**src/rtl/mem_bus_arbiter.sv**
```systemverilog
// Arbitrates one single-port, variable-latency memory bus between the fetch and data ports.
// Data has fixed priority, fetch has an anti-starvation override, and hung transfers time out.
module mem_bus_arbiter #(
    parameter int unsigned ADDR_WIDTH     = 32,
    parameter int unsigned DATA_WIDTH     = 32,
    parameter int unsigned STARVE_LIMIT   = 4,
    parameter int unsigned TIMEOUT_CYCLES = 255
) (
    input  logic                    clk_i,
    input  logic                    rst_i,
    input  logic                    flush_i,
    input  logic                    if_req_i,
    input  logic [ADDR_WIDTH-1:0]   if_addr_i,
    output logic [DATA_WIDTH-1:0]   if_rdata_o,
    output logic                    if_valid_o,
    output logic                    if_stallreq_o,
    input  logic                    dm_req_i,
    input  logic                    dm_we_i,
    input  logic [DATA_WIDTH/8-1:0] dm_be_i,
    input  logic [ADDR_WIDTH-1:0]   dm_addr_i,
    input  logic [DATA_WIDTH-1:0]   dm_wdata_i,
    output logic [DATA_WIDTH-1:0]   dm_rdata_o,
    output logic                    dm_valid_o,
    output logic                    dm_stallreq_o,
    output logic                    bus_req_o,
    output logic                    bus_we_o,
    output logic [DATA_WIDTH/8-1:0] bus_be_o,
    output logic [ADDR_WIDTH-1:0]   bus_addr_o,
    output logic [DATA_WIDTH-1:0]   bus_wdata_o,
    input  logic                    bus_ack_i,
    input  logic [DATA_WIDTH-1:0]   bus_rdata_i,
    output logic                    bus_err_o
);

    localparam int unsigned BE_WIDTH = DATA_WIDTH / 8;
    localparam int unsigned SC_WIDTH = 4;
    localparam int unsigned TO_WIDTH = 10;
    localparam logic [SC_WIDTH-1:0] STARVE_MAX = SC_WIDTH'(STARVE_LIMIT);
    localparam logic [TO_WIDTH-1:0] TO_MAX     = TO_WIDTH'(TIMEOUT_CYCLES);
    localparam bit                  TO_EN      = (TIMEOUT_CYCLES != 0);

    typedef enum logic [1:0] {
        IDLE    = 2'd0,
        BUSY_IF = 2'd1,
        BUSY_DM = 2'd2
    } state_e;

    state_e                state_q, state_d;
    logic [SC_WIDTH-1:0]   starve_q, starve_d;
    logic [TO_WIDTH-1:0]   wait_q, wait_d;
    logic                  cancel_q, cancel_d;

    logic                  bus_req_q, bus_req_d;
    logic                  bus_we_q, bus_we_d;
    logic [BE_WIDTH-1:0]   bus_be_q, bus_be_d;
    logic [ADDR_WIDTH-1:0] bus_addr_q, bus_addr_d;
    logic [DATA_WIDTH-1:0] bus_wdata_q, bus_wdata_d;
    logic                  bus_err_q, bus_err_d;
    logic                  if_valid_q, if_valid_d;
    logic [DATA_WIDTH-1:0] if_rdata_q, if_rdata_d;
    logic                  dm_valid_q, dm_valid_d;
    logic [DATA_WIDTH-1:0] dm_rdata_q, dm_rdata_d;

    logic                  if_want;
    logic                  dm_want;
    logic                  grant_if;
    logic                  grant_dm;
    logic                  timed_out;
    logic                  done;
    logic [TO_WIDTH-1:0]   wait_inc;
    logic [DATA_WIDTH-1:0] result;

    // State and registered outputs
    always_ff @(posedge clk_i or negedge rst_i) begin
        if (!rst_i) begin
            state_q     <= IDLE;
            starve_q    <= '0;
            wait_q      <= '0;
            cancel_q    <= 1'b0;
            bus_req_q   <= 1'b0;
            bus_we_q    <= 1'b0;
            bus_be_q    <= '0;
            bus_addr_q  <= '0;
            bus_wdata_q <= '0;
            bus_err_q   <= 1'b0;
            if_valid_q  <= 1'b0;
            if_rdata_q  <= '0;
            dm_valid_q  <= 1'b0;
            dm_rdata_q  <= '0;
        end else begin
            state_q     <= state_d;
            starve_q    <= starve_d;
            wait_q      <= wait_d;
            cancel_q    <= cancel_d;
            bus_req_q   <= bus_req_d;
            bus_we_q    <= bus_we_d;
            bus_be_q    <= bus_be_d;
            bus_addr_q  <= bus_addr_d;
            bus_wdata_q <= bus_wdata_d;
            bus_err_q   <= bus_err_d;
            if_valid_q  <= if_valid_d;
            if_rdata_q  <= if_rdata_d;
            dm_valid_q  <= dm_valid_d;
            dm_rdata_q  <= dm_rdata_d;
        end
    end

    // Arbitration, transfer tracking and completion
    always_comb begin
        state_d     = state_q;
        starve_d    = starve_q;
        wait_d      = wait_q;
        cancel_d    = cancel_q;
        bus_req_d   = bus_req_q;
        bus_we_d    = bus_we_q;
        bus_be_d    = bus_be_q;
        bus_addr_d  = bus_addr_q;
        bus_wdata_d = bus_wdata_q;
        bus_err_d   = 1'b0;
        if_valid_d  = 1'b0;
        if_rdata_d  = if_rdata_q;
        dm_valid_d  = 1'b0;
        dm_rdata_d  = dm_rdata_q;

        // A port completing this cycle still shows its old request; ignore it
        if_want   = if_req_i & ~if_valid_q;
        dm_want   = dm_req_i & ~dm_valid_q;
        grant_if  = if_want & (~dm_want | (starve_q == STARVE_MAX));
        grant_dm  = dm_want & ~grant_if;
        wait_inc  = wait_q + TO_WIDTH'(1);
        timed_out = TO_EN && !bus_ack_i && (wait_inc == TO_MAX);
        done      = bus_ack_i | timed_out;
        result    = timed_out ? '0 : bus_rdata_i;

        unique case (state_q)
            IDLE: begin
                if (!if_req_i || grant_if) begin
                    starve_d = '0;
                end else if (grant_dm && (starve_q != STARVE_MAX)) begin
                    starve_d = starve_q + SC_WIDTH'(1);
                end
                if (grant_if) begin
                    state_d     = BUSY_IF;
                    bus_req_d   = 1'b1;
                    bus_we_d    = 1'b0;
                    bus_be_d    = '1;
                    bus_addr_d  = if_addr_i;
                    bus_wdata_d = '0;
                    cancel_d    = flush_i;
                    wait_d      = '0;
                end else if (grant_dm) begin
                    state_d     = BUSY_DM;
                    bus_req_d   = 1'b1;
                    bus_we_d    = dm_we_i;
                    bus_be_d    = dm_be_i;
                    bus_addr_d  = dm_addr_i;
                    bus_wdata_d = dm_wdata_i;
                    wait_d      = '0;
                end
            end
            BUSY_IF: begin
                if (flush_i) begin
                    cancel_d = 1'b1;
                end
                if (done) begin
                    state_d   = IDLE;
                    bus_req_d = 1'b0;
                    bus_err_d = timed_out;
                    cancel_d  = 1'b0;
                    if (!(cancel_q || flush_i)) begin
                        if_valid_d = 1'b1;
                        if_rdata_d = result;
                    end
                end else if (TO_EN) begin
                    wait_d = wait_inc;
                end
            end
            BUSY_DM: begin
                if (done) begin
                    state_d    = IDLE;
                    bus_req_d  = 1'b0;
                    bus_err_d  = timed_out;
                    dm_valid_d = 1'b1;
                    dm_rdata_d = result;
                end else if (TO_EN) begin
                    wait_d = wait_inc;
                end
            end
            default: begin
                state_d = IDLE;
            end
        endcase
    end

    assign if_rdata_o    = if_rdata_q;
    assign if_valid_o    = if_valid_q;
    assign dm_rdata_o    = dm_rdata_q;
    assign dm_valid_o    = dm_valid_q;
    assign bus_req_o     = bus_req_q;
    assign bus_we_o      = bus_we_q;
    assign bus_be_o      = bus_be_q;
    assign bus_addr_o    = bus_addr_q;
    assign bus_wdata_o   = bus_wdata_q;
    assign bus_err_o     = bus_err_q;

    // Stall requests follow the live request and the registered completion pulse
    assign if_stallreq_o = if_req_i & ~if_valid_q;
    assign dm_stallreq_o = dm_req_i & ~dm_valid_q;

endmodule

```
**config.mk**
```make
export PLATFORM = sky130hd
export DESIGN_NAME = mem_bus_arbiter
export DESIGN_NICKNAME = d
export VERILOG_FILES = /design/src/rtl/mem_bus_arbiter.sv
export SDC_FILE = /design/constraint.sdc
export NUM_CORES = 1
export LEC_CHECK = 0
export ABC_CLOCK_PERIOD_IN_PS = 2500
export CORE_MARGIN = 1.5
export CORE_UTILIZATION = 30
export CTS_CLUSTER_SIZE = 14
export DETAILED_ROUTE_END_ITERATION = 7
export SLEW_MARGIN = 10
export SYNTH_ARGS = -nofsm -noshare
export SYNTH_HDL_FRONTEND = slang
export SYNTH_SLANG_ARGS = --single-unit
```
**constraint.sdc**
```tcl
create_clock -name clk_i -period 2.5 [get_ports clk_i]
set_clock_uncertainty 0.05 [all_clocks]
set_input_delay 0.625 -clock clk_i [delete_from_list [all_inputs] [get_ports clk_i]]
set_output_delay 0.625 -clock clk_i [all_outputs]
set_load 0.01 [all_outputs]
```
==> summary.json, run 1 <==
{
  "critical_path_cell_count": {"value": 4},
  "fin_cells": {"value": 1082},
  "worst_slew_margin_rel": {"value": 68.4, "unit": "%"},
  "status": {"value": "complete, no violations"},
  "design.final.nets": {"value": 945},
  "antenna_cells_inserted": {"value": 0},
  "crit_path_cell_trace": {"value": "clkdlybuf4s50_1, nand2b_1, inv_1, dlygate4sd2_1"},
  "power_leakage": {"value": 4.34, "unit": "nW"},
  "pre_cts_ws": {"value": -57.2, "unit": "ps"},
  "cts.sink_count": {"value": 154},
  "required": {"value": 1820, "unit": "ps"},
  "worst_setup_hold_path_clk_slew": {"value": 60, "unit": "ps"},
  "place_inst": {"value": 1050},
  "maxCapViolCount": {"value": 0},
  "port_buffers": {"value": 277},
  "n_fill_cell": {"value": 1846},
  "drt_wl_total": {"value": 19100, "unit": "um"},
  "grt_start_max_net_pins": {"value": 69},
  "initialDrtViolationCount": {"value": 251},
  "seqPwrFrac": {"value": 34.8, "unit": "%"},
  "floorplan.die.height": {"value": 148, "unit": "um"},
  "worst-slew-pin-transition": {"value": 474, "unit": "ps"},
  "final-setup-viol-count": {"value": 0},
  "power_frac_comb": {"value": 43.5, "unit": "%"},
  "grt_antenna_before_repair": {"value": 0},
  "clock_latency": {"value": 410, "unit": "ps"},
  "route.detailed.vias_per_inst": {"value": 4.83},
  "die_w": {"value": 148, "unit": "um"},
  "wire_length_of_the_first_global_routing_pass": {"value": 30200, "unit": "um"},
  "peakVddDrop": {"value": 551, "unit": "uV"},
  "min-delay-path-class": {"value": "in2async"},
  "critical_path.endpoint_type": {"value": "output port"},
  "starting_density": {"value": 31.0, "unit": "%"},
  "total_switching_power": {"value": 0.00400, "unit": "W"},
  "detail_route.first_pass.iterations": {"value": 7},
  "post-route-period-util": {"value": 91.5, "unit": "%"},
  "worst_r2r_endpoint": {"value": "wait_q[9]"},
  "design.die.area": {"value": 22000, "unit": "um2"},
  "cts.repair_timing.setup_buffer_count": {"value": 0},
  "syn_avg_cell_area": {"value": 12.3, "unit": "um2"},
  "boundaryPins": {"value": 278},
  "r2r_setup_slack": {"value": 420, "unit": "ps"},
  "final_max_slew_viol_count": {"value": 0},
  "crit_type": {"value": "in2out"},
  "design_area": {"value": 10200, "unit": "um2"},
  "grt_pass1_vias": {"value": 5519},
  "async_sr_flop_fraction": {"value": 100, "unit": "%"},
  "synth_enable_flop_cells": {"value": 0},
  "max_stage_delay": {"value": 520, "unit": "ps"},
  "num_rows": {"value": 52},
  "ys_seq_area_share": {"value": 60.9, "unit": "%"},
  "power_density": {"value": 1200, "unit": "nW/um2"},
  "worst_setup_path_startpoint": {"value": "if_req_i"},
  "cts_bufs_inserted": {"value": 17},
  "endpoint": {"value": "if_stallreq_o"},
  "r2r_start": {"value": "wait_q[1]"},
  "grt_setup_unrepaired": {"value": "false"},
  "post-route-min-period": {"value": 2290, "unit": "ps"},
  "synth_cell_types": {"value": 44},
  "cp_slowest_cell": {"value": "clkdlybuf4s50_1"},
  "hpwl": {"value": 13900, "unit": "um"},
  "ys_ff_latch": {"value": 154},
  "r2r.worst_path.cells": {"value": 6},
  "mostFrequentLayoutCell": {"value": "clkdlybuf4s50_1"},
  "hold_slack": {"value": 78.1, "unit": "ps"},
  "fin_setup_tns": {"value": 0, "unit": "ps"},
  "detail_route.drc_violations": {"value": 0},
  "yosysWarnings": {"value": 0},
  "vias": {"value": 5229},
  "critical_path_peak_fanout": {"value": 3},
  "synth_top_cell_by_area": {"value": "dfrtp_1"},
  "share_of_post_route_cells_with_drive_strength_above_1": {"value": 7.88, "unit": "%"},
  "report.final.hold_viol_count": {"value": 0},
  "placement.cell_area": {"value": 9570, "unit": "um2"},
  "startpoint_type": {"value": "primary input"},
  "synthToLayoutAreaGrowth": {"value": 60.6, "unit": "%"},
  "clockPowerShare": {"value": 21.7, "unit": "%"},
  "mostFrequentLayoutCells": {"value": "274 x clkdlybuf4s50_1, 154 x dfrtp_1, 100 x a22o_1, 47 x o21ai_0, 45 x nand2_1"},
  "core_region_area": {"value": 20400, "unit": "um2"},
  "path_delay_family": {"value": "buffers and inverters"},
  "netlist.area_leader.share": {"value": 60.9, "unit": "%"},
  "worst-path-buf-inv": {"value": 3},
  "p_int": {"value": 0.00821, "unit": "W"},
  "htree_num_levels": {"value": 4},
  "post_synthesis_cells": {"value": 516},
  "route.antenna.remaining_nets": {"value": 0},
  "timing.final.ws_setup": {"value": 212, "unit": "ps"},
  "arrival": {"value": 1610, "unit": "ps"},
  "place.gp.congestion": {"value": 0.854},
  "tritoncts": {"value": "done"},
  "mappedNetlistArea": {"value": 6330, "unit": "um2"},
  "synth-main-ff-cell": {"value": "dfrtp_1"},
  "synth.net_count": {"value": 662},
  "achievable-frequency": {"value": 437, "unit": "MHz"},
  "clk_root_buffer_cell": {"value": "clkbuf_16"},
  "globalRouteOverflowTotal": {"value": 0},
  "ctsLongestPathBuffers": {"value": 2},
  "power.share.switching": {"value": 32.8, "unit": "%"},
  "drt-wirelength-per-cell": {"value": 17.7, "unit": "um"},
  "gr-usage-all-layers": {"value": 17.6, "unit": "%"},
  "synth.area.top_cells": {"value": "dfrtp_1 61%, a22o_1 14%, mux2i_1 5.5%"}
}
## state kept, by name, indices dropped and copies added (netlist names)
register     flops
bus_addr_o      32
bus_be_o         4
bus_err_o        1
bus_req_o        1
bus_wdata_o     32
bus_we_o         1
cancel_q         1
dm_rdata_o      32
dm_valid_o       1
if_rdata_o      32
if_valid_o       1
starve_q         4
state_q          2
wait_q          10
## worst min path at each step
stage,startpoint,endpoint,slack [ps],depth (start not counted)
global placement,wait_q[9],wait_q[9],410,1
finish,rst_i,bus_addr_o[17],80,1
floorplan,rst_i,bus_addr_o[0],280,0
CTS,rst_i,bus_addr_o[17],80,1
global route,rst_i,bus_addr_o[19],100,1
detailed placement,bus_addr_o[14],bus_addr_o[14],420,2
## layer usage
layer | track usage, % | vias up | wire length, um
met2 | 30.0 | 164 | 9700
met1 | 22.1 | 2580 | 8020
met3 | 3.22 | 29 | 866
met4 | 7.38 | 0 | 516
met5 | 0 | - | 0
li1 | - | 2456 | -
## cell usage after synthesis (all sizes together), types with 3 or more instances
| cell type | n |
|---|---|
| a21oi | 8 |
| a22o | 100 |
| and3 | 3 |
| buf | 18 |
| clkbuf | 17 |
| dfrtp | 154 |
| ha | 7 |
| inv | 14 |
| mux2i | 35 |
| nand2 | 46 |
| nand2b | 4 |
| nand3 | 10 |
| nand4 | 3 |
| nor2 | 13 |
| nor3 | 3 |
| o21ai | 48 |
| o22a | 4 |
| o31ai | 4 |
## cell type report
class	count	area [um2]	share of cell area (%)
inverters	14	52.6	0.517
repair buffers	299	3060	30.1
clock buffers	19	433	4.26
multi-input cells	313	2260	22.2
flip-flops and latches	154	3850	37.9
well taps	270	338	3.32
clock inverters	13	169	1.66
## logic make-up after synthesis
family,count (synthesis),share of synthesized area [%]
adders and majority gates,7,1.38
DFF,154,60.9
xor gates and xnor gates,2,0.396
buffers and inverters,49,3.76
and+or+nand+nor,95,7.36
muxes,35,5.54
AOI/OAI and AO/OA,174,20.7
## timing repair
item / CTS / global route
hold buffers: 0 / 0
resized for setup: 2 / 0
endpoints found under the setup margin: 2 / 0
## power by group through the flow
stage	clock network [W]	registers [W]	logic, W
final	0.00265	0.00425	0.00531
after global routing	0.00282	0.00439	0.00571
after CTS	0.00272	0.00425	0.00540
after detailed placement	0	0.00425	0.00539
after global placement	0	0.00426	0.00530
after floorplan	0	0.00466	0.00181
## through the flow
step                      total power [W]  utilization (%)
after floorplan                   0.00647                -
after global placement            0.00955             46.8
after detailed placement          0.00964             46.8
after CTS                          0.0124             49.8
after global routing               0.0129             49.8
final                              0.0122             49.8
Power figures use the tool's default switching activity.
==> inputs of run 2 (changes only) <==
--- a/config.mk
+++ b/config.mk
@@ -8,6 +8,7 @@
 export ABC_CLOCK_PERIOD_IN_PS = 2500
 export CORE_MARGIN = 1.5
 export CORE_UTILIZATION = 30
+export CTS_BUF_LIST = sky130_fd_sc_hd__clkbuf_4
 export CTS_CLUSTER_SIZE = 14
 export DETAILED_ROUTE_END_ITERATION = 7
 export SLEW_MARGIN = 10
==> run 2 against run 1 <==
  * Sequential power is essentially flat
  * Sequential cell count stayed put
  * Global-route usage is 0.13 points lower
  * Cell count increased by 0.18%
  * Maximum frequency is essentially flat
  * Via count shrank 0.55%
  * Largest cell class unchanged
  * Largest power group unchanged
==> summary.json, run 2 (synthesized netlist as in run 1, its figures left out) <==
{
  "holdCritStartpoint": {"value": "bus_addr_o[14]"},
  "power_density": {"value": 1140, "unit": "nW/um2", "change": "was 1200 nW/um2"},
  "floorplan.die.height": {"value": 148, "unit": "um", "change": "unchanged"},
  "critical_path_peak_fanout": {"value": 3, "change": "unchanged"},
  "post-route-min-period": {"value": 2290, "unit": "ps", "change": "about the same"},
  "detail_route.first_pass.iterations": {"value": 5, "change": "was 7"},
  "route.detailed.vias_per_inst": {"value": 4.80, "change": "was 4.83"},
  "vias": {"value": 5200, "change": "was 5229"},
  "htree_num_levels": {"value": 4, "change": "unchanged"},
  "initialDrtViolationCount": {"value": 278, "change": "was 251"},
  "min_delay_worst_endpoint": {"value": "bus_addr_o[14]"},
  "power_leakage": {"value": 4.22, "unit": "nW", "change": "was 4.34 nW"},
  "place.gp.congestion": {"value": 0.854, "change": "unchanged"},
  "r2r_setup_slack": {"value": 400, "unit": "ps", "change": "was 420 ps"},
  "worst_r2r_endpoint": {"value": "if_rdata_o[0]", "change": "was wait_q[9]"},
  "cts_bufs_inserted": {"value": 17, "change": "unchanged"},
  "gr-usage-all-layers": {"value": 17.5, "unit": "%", "change": "was 17.6%"},
  "multiInputGateArea": {"value": 2260, "unit": "um2", "change": "unchanged"},
  "post-route-period-util": {"value": 91.6, "unit": "%", "change": "was 91.5%"},
  "route.antenna.remaining_nets": {"value": 0, "change": "unchanged"},
  "maxCapViolCount": {"value": 0, "change": "unchanged"},
  "tritoncts": {"value": "done", "change": "unchanged"},
  "timing.final.ws_setup": {"value": 211, "unit": "ps", "change": "was 212 ps"},
  "grt_pass1_vias": {"value": 5483, "change": "was 5519"},
  "achievable-frequency": {"value": 437, "unit": "MHz", "change": "about the same"},
  "seq_area": {"value": 3850, "unit": "um2", "change": "unchanged"},
  "critical_path.endpoint_type": {"value": "output port", "change": "unchanged"},
  "clock_latency": {"value": 540, "unit": "ps", "change": "was 410 ps"},
  "starting_density": {"value": 31.0, "unit": "%", "change": "unchanged"},
  "detail_route.drc_violations": {"value": 0, "change": "unchanged"},
  "hpwl": {"value": 13900, "unit": "um", "change": "unchanged"},
  "r2r.worst_path.cells": {"value": 7, "change": "was 6"},
  "design.final.nets": {"value": 946, "change": "was 945"},
  "timing.hold.worst_path_depth": {"value": 2},
  "status": {"value": "complete, no violations", "change": "unchanged"},
  "port_buffers": {"value": 277, "change": "unchanged"},
  "boundaryPins": {"value": 278, "change": "unchanged"},
  "share_of_post_route_cells_with_drive_strength_above_1": {"value": 8.12, "unit": "%", "change": "was 7.88%"},
  "synthToLayoutAreaGrowth": {"value": 56.3, "unit": "%", "change": "was 60.6%"},
  "die_w": {"value": 148, "unit": "um", "change": "unchanged"},
  "n_fill_cell": {"value": 1886, "change": "was 1846"},
  "peakVddDrop": {"value": 501, "unit": "uV", "change": "was 551 uV"},
  "startpoint_type": {"value": "primary input", "change": "unchanged"},
  "grt_antenna_before_repair": {"value": 1, "change": "was 0"},
  "mostFrequentLayoutCells": {"value": "274 x clkdlybuf4s50_1, 154 x dfrtp_1, 100 x a22o_1, 47 x o21ai_0, 45 x nand2_1", "change": "unchanged"},
  "design.die.area": {"value": 22000, "unit": "um2", "change": "unchanged"},
  "worst_slew_margin_rel": {"value": 68.8, "unit": "%", "change": "was 68.4%"},
  "drt-wirelength-per-cell": {"value": 17.6, "unit": "um", "change": "was 17.7 um"},
  "cts.sink_count": {"value": 154, "change": "unchanged"},
  "globalRouteOverflowTotal": {"value": 0, "change": "unchanged"},
  "drt_wl_total": {"value": 19000, "unit": "um", "change": "was 19100 um"},
  "mostFrequentLayoutCell": {"value": "clkdlybuf4s50_1", "change": "unchanged"},
  "num_rows": {"value": 52, "change": "unchanged"},
  "grt_start_max_net_pins": {"value": 69, "change": "unchanged"},
  "crit_type": {"value": "in2out", "change": "unchanged"},
  "fin_setup_tns": {"value": 0, "unit": "ps", "change": "unchanged"},
  "final_max_slew_viol_count": {"value": 0, "change": "unchanged"},
  "hold_slack": {"value": 444, "unit": "ps", "change": "was 78.1 ps"},
  "finish.utilization": {"value": 48.4, "unit": "%", "change": "was 49.8%"},
  "ctsLongestPathBuffers": {"value": 2, "change": "unchanged"},
  "min-delay-path-class": {"value": "reg2reg", "change": "was in2async"},
  "wire_length_of_the_first_global_routing_pass": {"value": 30000, "unit": "um", "change": "was 30200 um"},
  "power.total": {"value": 0.0112, "unit": "W", "change": "was 0.0122 W"},
  "worst_setup_hold_path_clk_slew": {"value": 140, "unit": "ps", "change": "was 60 ps"},
  "r2r_start": {"value": "wait_q[1]", "change": "unchanged"},
  "core_region_area": {"value": 20400, "unit": "um2", "change": "unchanged"},
  "clk_root_buffer_cell": {"value": "clkbuf_4", "change": "was clkbuf_16"},
  "worst-slew-pin-transition": {"value": 468, "unit": "ps", "change": "was 474 ps"},
  "required": {"value": 1820, "unit": "ps", "change": "about the same"},
  "arrival": {"value": 1610, "unit": "ps", "change": "about the same"},
  "pre_cts_ws": {"value": -57.2, "unit": "ps", "change": "unchanged"},
  "report.final.hold_viol_count": {"value": 0, "change": "unchanged"},
  "grt_setup_unrepaired": {"value": "false", "change": "unchanged"},
  "final-setup-viol-count": {"value": 0, "change": "unchanged"}
}
[run 2: layout make-up]
| type | count | share of cell area, % |
|---|---|---|
| Antenna cell | 1 | 0.0253 |
| Clock buffer | 19 | 1.44 |
| Clock inverter | 13 | 1.71 |
| Inverter | 14 | 0.532 |
| Multi-Input combinational cell | 313 | 22.8 |
| Sequential cell | 154 | 39.0 |
| Tap cell | 270 | 3.42 |
| Timing Repair Buffer | 300 | 31.1 |
[run 2: stage by stage]
stage	instances	cell area [um2]
after floorplan	516	6330
after global placement	1050	9570
after detailed placement	1050	9570
after CTS	1083	9880
after global routing	1084	9890
final	1084	9890
[run 2: worst max-delay path by stage]
| stage | to | cells past startpoint | start |
|---|---|---|---|
| floorplan | wait_q[9] | 7 | state_q[0] |
| global placement | if_stallreq_o | 4 | if_req_i |
| detailed placement | if_stallreq_o | 4 | if_req_i |
| CTS | bus_wdata_o[7] | 1 | bus_wdata_o[7] |
| global route | if_stallreq_o | 4 | if_req_i |
| finish | if_stallreq_o | 4 | if_req_i |
[run 2: metal layers]
metal | share of wire [%] | global-route usage [%] | up-vias | wire, um
met4 | 2.4 | 6.49 | 0 | 465
li1 | - | - | 2457 | -
met2 | 51 | 29.8 | 147 | 9680
met5 | 0 | 0 | - | 0
met1 | 42 | 22.0 | 2570 | 8090
met3 | 4.3 | 3.62 | 26 | 810
[run 2: critical path, cell delays in order]
cell and delay, ps:
clkdlybuf4s50_1 520, nand2b_1 90, inv_1 80, dlygate4sd2_1 300
[run 2: repair_timing]
item                                   CTS  global route
buffers inserted                         0             0
endpoints found under the hold margin   45             0
setup endpoints to repair                2             0
gates resized for setup                  2             0
hold buffers                             1             0
[run 2: report_power, final]
part / internal (W) / switching [W] / total [W]
Sequential: 0.00356 / 0.000670 / 0.00423
Combinational: 0.00305 / 0.00227 / 0.00532
Clock: 0.000726 / 0.000947 / 0.00167
==> inputs of run 3 (changes only) <==
--- a/config.mk
+++ b/config.mk
@@ -7,10 +7,11 @@
 export LEC_CHECK = 0
 export ABC_CLOCK_PERIOD_IN_PS = 2500
 export CORE_MARGIN = 1.5
-export CORE_UTILIZATION = 30
+export CORE_UTILIZATION = 40
 export CTS_BUF_LIST = sky130_fd_sc_hd__clkbuf_4
 export CTS_CLUSTER_SIZE = 14
 export DETAILED_ROUTE_END_ITERATION = 7
+export PLACE_DENSITY = 0.77
 export SLEW_MARGIN = 10
 export SYNTH_ARGS = -nofsm -noshare
 export SYNTH_HDL_FRONTEND = slang
==> run 3 against run 2 <==
  * Clock power rose by 5%
  * Sequential share of layout area is 0.19 points higher
  * Routed wire length grew 0.23%
  * Sequential power about the same
  * Largest cell class unchanged
  * Non-clock buffer count unchanged
  * First-iteration DRC count is 18% lower
  * Combinational power rose by 0.8%
  * Sequential cell count is the same
  * Die area is 25% lower
  * Worst hold slack worse by 4.9 ps
==> summary.json, run 3 (synthesized netlist as in run 1, its figures left out) <==
{
  "crit_type": {"value": "in2out", "change": "unchanged"},
  "grt.met1_usage": {"value": 28.8, "unit": "%", "change": "was 22.0%"},
  "num_rows": {"value": 45, "change": "was 52"},
  "core_region_area": {"value": 15300, "unit": "um2", "change": "was 20400 um2"},
  "worst_slew_margin_rel": {"value": 70.9, "unit": "%", "change": "was 68.8%"},
  "grt_antenna_before_repair": {"value": 1, "change": "unchanged"},
  "max_stage_delay": {"value": 510, "unit": "ps", "change": "was 520 ps"},
  "ctsLongestPathBuffers": {"value": 2, "change": "unchanged"},
  "design.die.area": {"value": 16600, "unit": "um2", "change": "was 22000 um2"},
  "power_leakage": {"value": 4.23, "unit": "nW", "change": "was 4.22 nW"},
  "maxCapViolCount": {"value": 0, "change": "unchanged"},
  "route.detailed.vias_per_inst": {"value": 5.27, "change": "was 4.80"},
  "clockPowerShare": {"value": 15.5, "unit": "%", "change": "was 14.9%"},
  "worst-path-buf-inv": {"value": 3, "change": "unchanged"},
  "hpwl": {"value": 14200, "unit": "um", "change": "was 13900 um"},
  "place.gp.congestion": {"value": 0.879, "change": "was 0.854"},
  "post-route-min-period": {"value": 2280, "unit": "ps", "change": "was 2290 ps"},
  "startpoint_type": {"value": "primary input", "change": "unchanged"},
  "arrival": {"value": 1600, "unit": "ps", "change": "was 1610 ps"},
  "grt_start_max_net_pins": {"value": 49, "change": "was 69"},
  "top_usage_layer": {"value": "met2", "change": "unchanged"},
  "worst-slew-pin-transition": {"value": 435, "unit": "ps", "change": "was 468 ps"},
  "design_area": {"value": 9840, "unit": "um2", "change": "was 9890 um2"},
  "required": {"value": 1820, "unit": "ps", "change": "about the same"},
  "wire_length_of_the_first_global_routing_pass": {"value": 29800, "unit": "um", "change": "was 30000 um"},
  "gr-usage-met3": {"value": 4.82, "unit": "%", "change": "was 3.62%"},
  "clock_latency": {"value": 540, "unit": "ps", "change": "about the same"},
  "design.final.nets": {"value": 946, "change": "unchanged"},
  "worst_setup_hold_path_clk_slew": {"value": 120, "unit": "ps", "change": "was 140 ps"},
  "boundaryPins": {"value": 278, "change": "unchanged"},
  "vias": {"value": 5402, "change": "was 5200"},
  "p_int": {"value": 0.00751, "unit": "W", "change": "was 0.00734 W"},
  "htree_num_levels": {"value": 4, "change": "unchanged"},
  "placement.cell_area": {"value": 9490, "unit": "um2", "change": "was 9570 um2"},
  "port_buffers": {"value": 277, "change": "unchanged"},
  "crit_path_cell_trace": {"value": "clkdlybuf4s50_1, nand2b_1, inv_1, dlygate4sd2_1", "change": "unchanged"},
  "power.total": {"value": 0.0113, "unit": "W", "change": "was 0.0112 W"},
  "critical_path_peak_fanout": {"value": 3, "change": "unchanged"},
  "total_switching_power": {"value": 0.00383, "unit": "W", "change": "was 0.00389 W"},
  "global_route.usage.met2": {"value": 38.8, "unit": "%", "change": "was 29.8%"},
  "drt-wirelength-per-cell": {"value": 18.6, "unit": "um", "change": "was 17.6 um"},
  "path_delay_family": {"value": "buffers and inverters", "change": "unchanged"},
  "gr-usage-all-layers": {"value": 23.5, "unit": "%", "change": "was 17.5%"},
  "power_frac_comb": {"value": 47.2, "unit": "%", "change": "was 47.4%"},
  "critical_path.endpoint_type": {"value": "output port", "change": "unchanged"},
  "place_inst": {"value": 991, "change": "was 1050"},
  "seqPwrFrac": {"value": 37.3, "unit": "%", "change": "was 37.7%"},
  "cts_bufs_inserted": {"value": 17, "change": "unchanged"},
  "globalRouteOverflowTotal": {"value": 0, "change": "unchanged"},
  "report.final.hold_viol_count": {"value": 0, "change": "unchanged"},
  "cts.sink_count": {"value": 154, "change": "unchanged"},
  "tritoncts": {"value": "done", "change": "unchanged"},
  "synthToLayoutAreaGrowth": {"value": 55.5, "unit": "%", "change": "was 56.3%"},
  "status": {"value": "complete, no violations", "change": "unchanged"},
  "route.antenna.remaining_nets": {"value": 0, "change": "unchanged"},
  "achievable-frequency": {"value": 439, "unit": "MHz", "change": "was 437 MHz"},
  "initialDrtViolationCount": {"value": 228, "change": "was 278"},
  "cp_slowest_cell": {"value": "clkdlybuf4s50_1", "change": "unchanged"},
  "min-delay-path-class": {"value": "reg2reg", "change": "unchanged"},
  "post-route-period-util": {"value": 91.1, "unit": "%", "change": "was 91.6%"},
  "detail_route.drc_violations": {"value": 0, "change": "unchanged"},
  "r2r_setup_slack": {"value": 440, "unit": "ps", "change": "was 400 ps"},
  "grt_setup_unrepaired": {"value": "false", "change": "unchanged"},
  "peakVddDrop": {"value": 645, "unit": "uV", "change": "was 501 uV"},
  "cts.repair_timing.setup_buffer_count": {"value": 0, "change": "unchanged"},
  "drt_wl_total": {"value": 19100, "unit": "um", "change": "was 19000 um"},
  "fin_cells": {"value": 1025, "change": "was 1084"},
  "share_of_post_route_cells_with_drive_strength_above_1": {"value": 7.75, "unit": "%", "change": "was 8.12%"},
  "clk_root_buffer_cell": {"value": "clkbuf_4", "change": "unchanged"},
  "power.share.switching": {"value": 33.8, "unit": "%", "change": "was 34.6%"},
  "mostFrequentLayoutCell": {"value": "clkdlybuf4s50_1", "change": "unchanged"},
  "power_density": {"value": 1150, "unit": "nW/um2", "change": "was 1140 nW/um2"},
  "die_w": {"value": 129, "unit": "um", "change": "was 148 um"},
  "grt_pass1_vias": {"value": 5623, "change": "was 5483"},
  "floorplan.die.height": {"value": 129, "unit": "um", "change": "was 148 um"},
  "final-setup-viol-count": {"value": 0, "change": "unchanged"},
  "starting_density": {"value": 41.3, "unit": "%", "change": "was 31.0%"},
  "detail_route.first_pass.iterations": {"value": 5, "change": "unchanged"},
  "final_max_slew_viol_count": {"value": 0, "change": "unchanged"},
  "mostFrequentLayoutCells": {"value": "274 x clkdlybuf4s50_1, 154 x dfrtp_1, 100 x a22o_1, 47 x o21ai_0, 45 x nand2_1", "change": "unchanged"}
}
## run 3: changes by cell type in the layout (fill, tap and decap cells not counted), sizes merged
cell / previous run / this run
clkbuf: 19 / 18
clkinv: 3 / 6
clkinvlp: 4 / 3
bufinv: 3 / 5
inv: 17 / 14
## run 3: power groups by stage
stage                     clock, W  combinational [W]  sequential (W)
after floorplan                  0            0.00181         0.00466
after global placement           0            0.00525         0.00421
after detailed placement         0            0.00540         0.00424
after CTS                  0.00182            0.00541         0.00422
after global routing       0.00192            0.00573         0.00435
final                      0.00176            0.00536         0.00423
## run 3: final cells by class
cell class / count / area, um2
fillers: 1168 / 5480
flip-flops and latches: 154 / 3850
repair buffers: 300 / 3070
multi-input cells: 313 / 2260
well taps: 211 / 264
clock inverters: 14 / 203
clock buffers: 18 / 135
inverters: 14 / 52.6
diodes: 1 / 2.50
## run 3: worst reg2reg max path, delay by kind of cell (launching register included)
family	cells	cell delay [ps]
AOI/OAI and AO/OA	2	470
xor gates and xnor gates	1	170
adders and majority gates	1	260
DFF	1	450
and+or+nand+nor	2	590
## run 3: what timing repair did
action | 4_1_cts | 5_1_grt
resized for setup | 2 | 0
hold buffers | 1 | 0
setup endpoints to repair | 2 | 0
endpoints found under the hold margin | 37 | 0
## run 3: through the flow
step | setup TNS [ps] | hold WS (ps) | util [%] | worst slack, ps
2_1_floorplan | 0 | 279 | - | 578
3_3_place_gp | -44.9 | 413 | 62.0 | -37.8
3_5_place_dp | -58.2 | 419 | 62.0 | -45.5
4_1_cts | 0 | 443 | 64.2 | 225
5_1_grt | 0 | 460 | 64.2 | 166
6_report | 0 | 440 | 64.2 | 223
## run 3: worst paths after layout
| path | end | depth (start not counted) | startpoint |
|---|---|---|---|
| max | if_stallreq_o | 4 | if_req_i |
| max in group asynchronous | bus_addr_o[19] | 3 | rst_i |
| max reg2reg | wait_q[5] | 6 | wait_q[1] |
| min | wait_q[9] | 1 | wait_q[9] |
| min reg2reg | wait_q[9] | 1 | wait_q[9] |
| min in group asynchronous | bus_addr_o[17] | 2 | rst_i |
## run 3: routing by layer
metal | share of wire (%) | wire [um] | vias up
met5 | 0 | 0 | -
met4 | 4.4 | 839 | 0
met3 | 4.9 | 938 | 59
met2 | 51 | 9740 | 183
met1 | 40 | 7570 | 2690
li1 | - | - | 2470
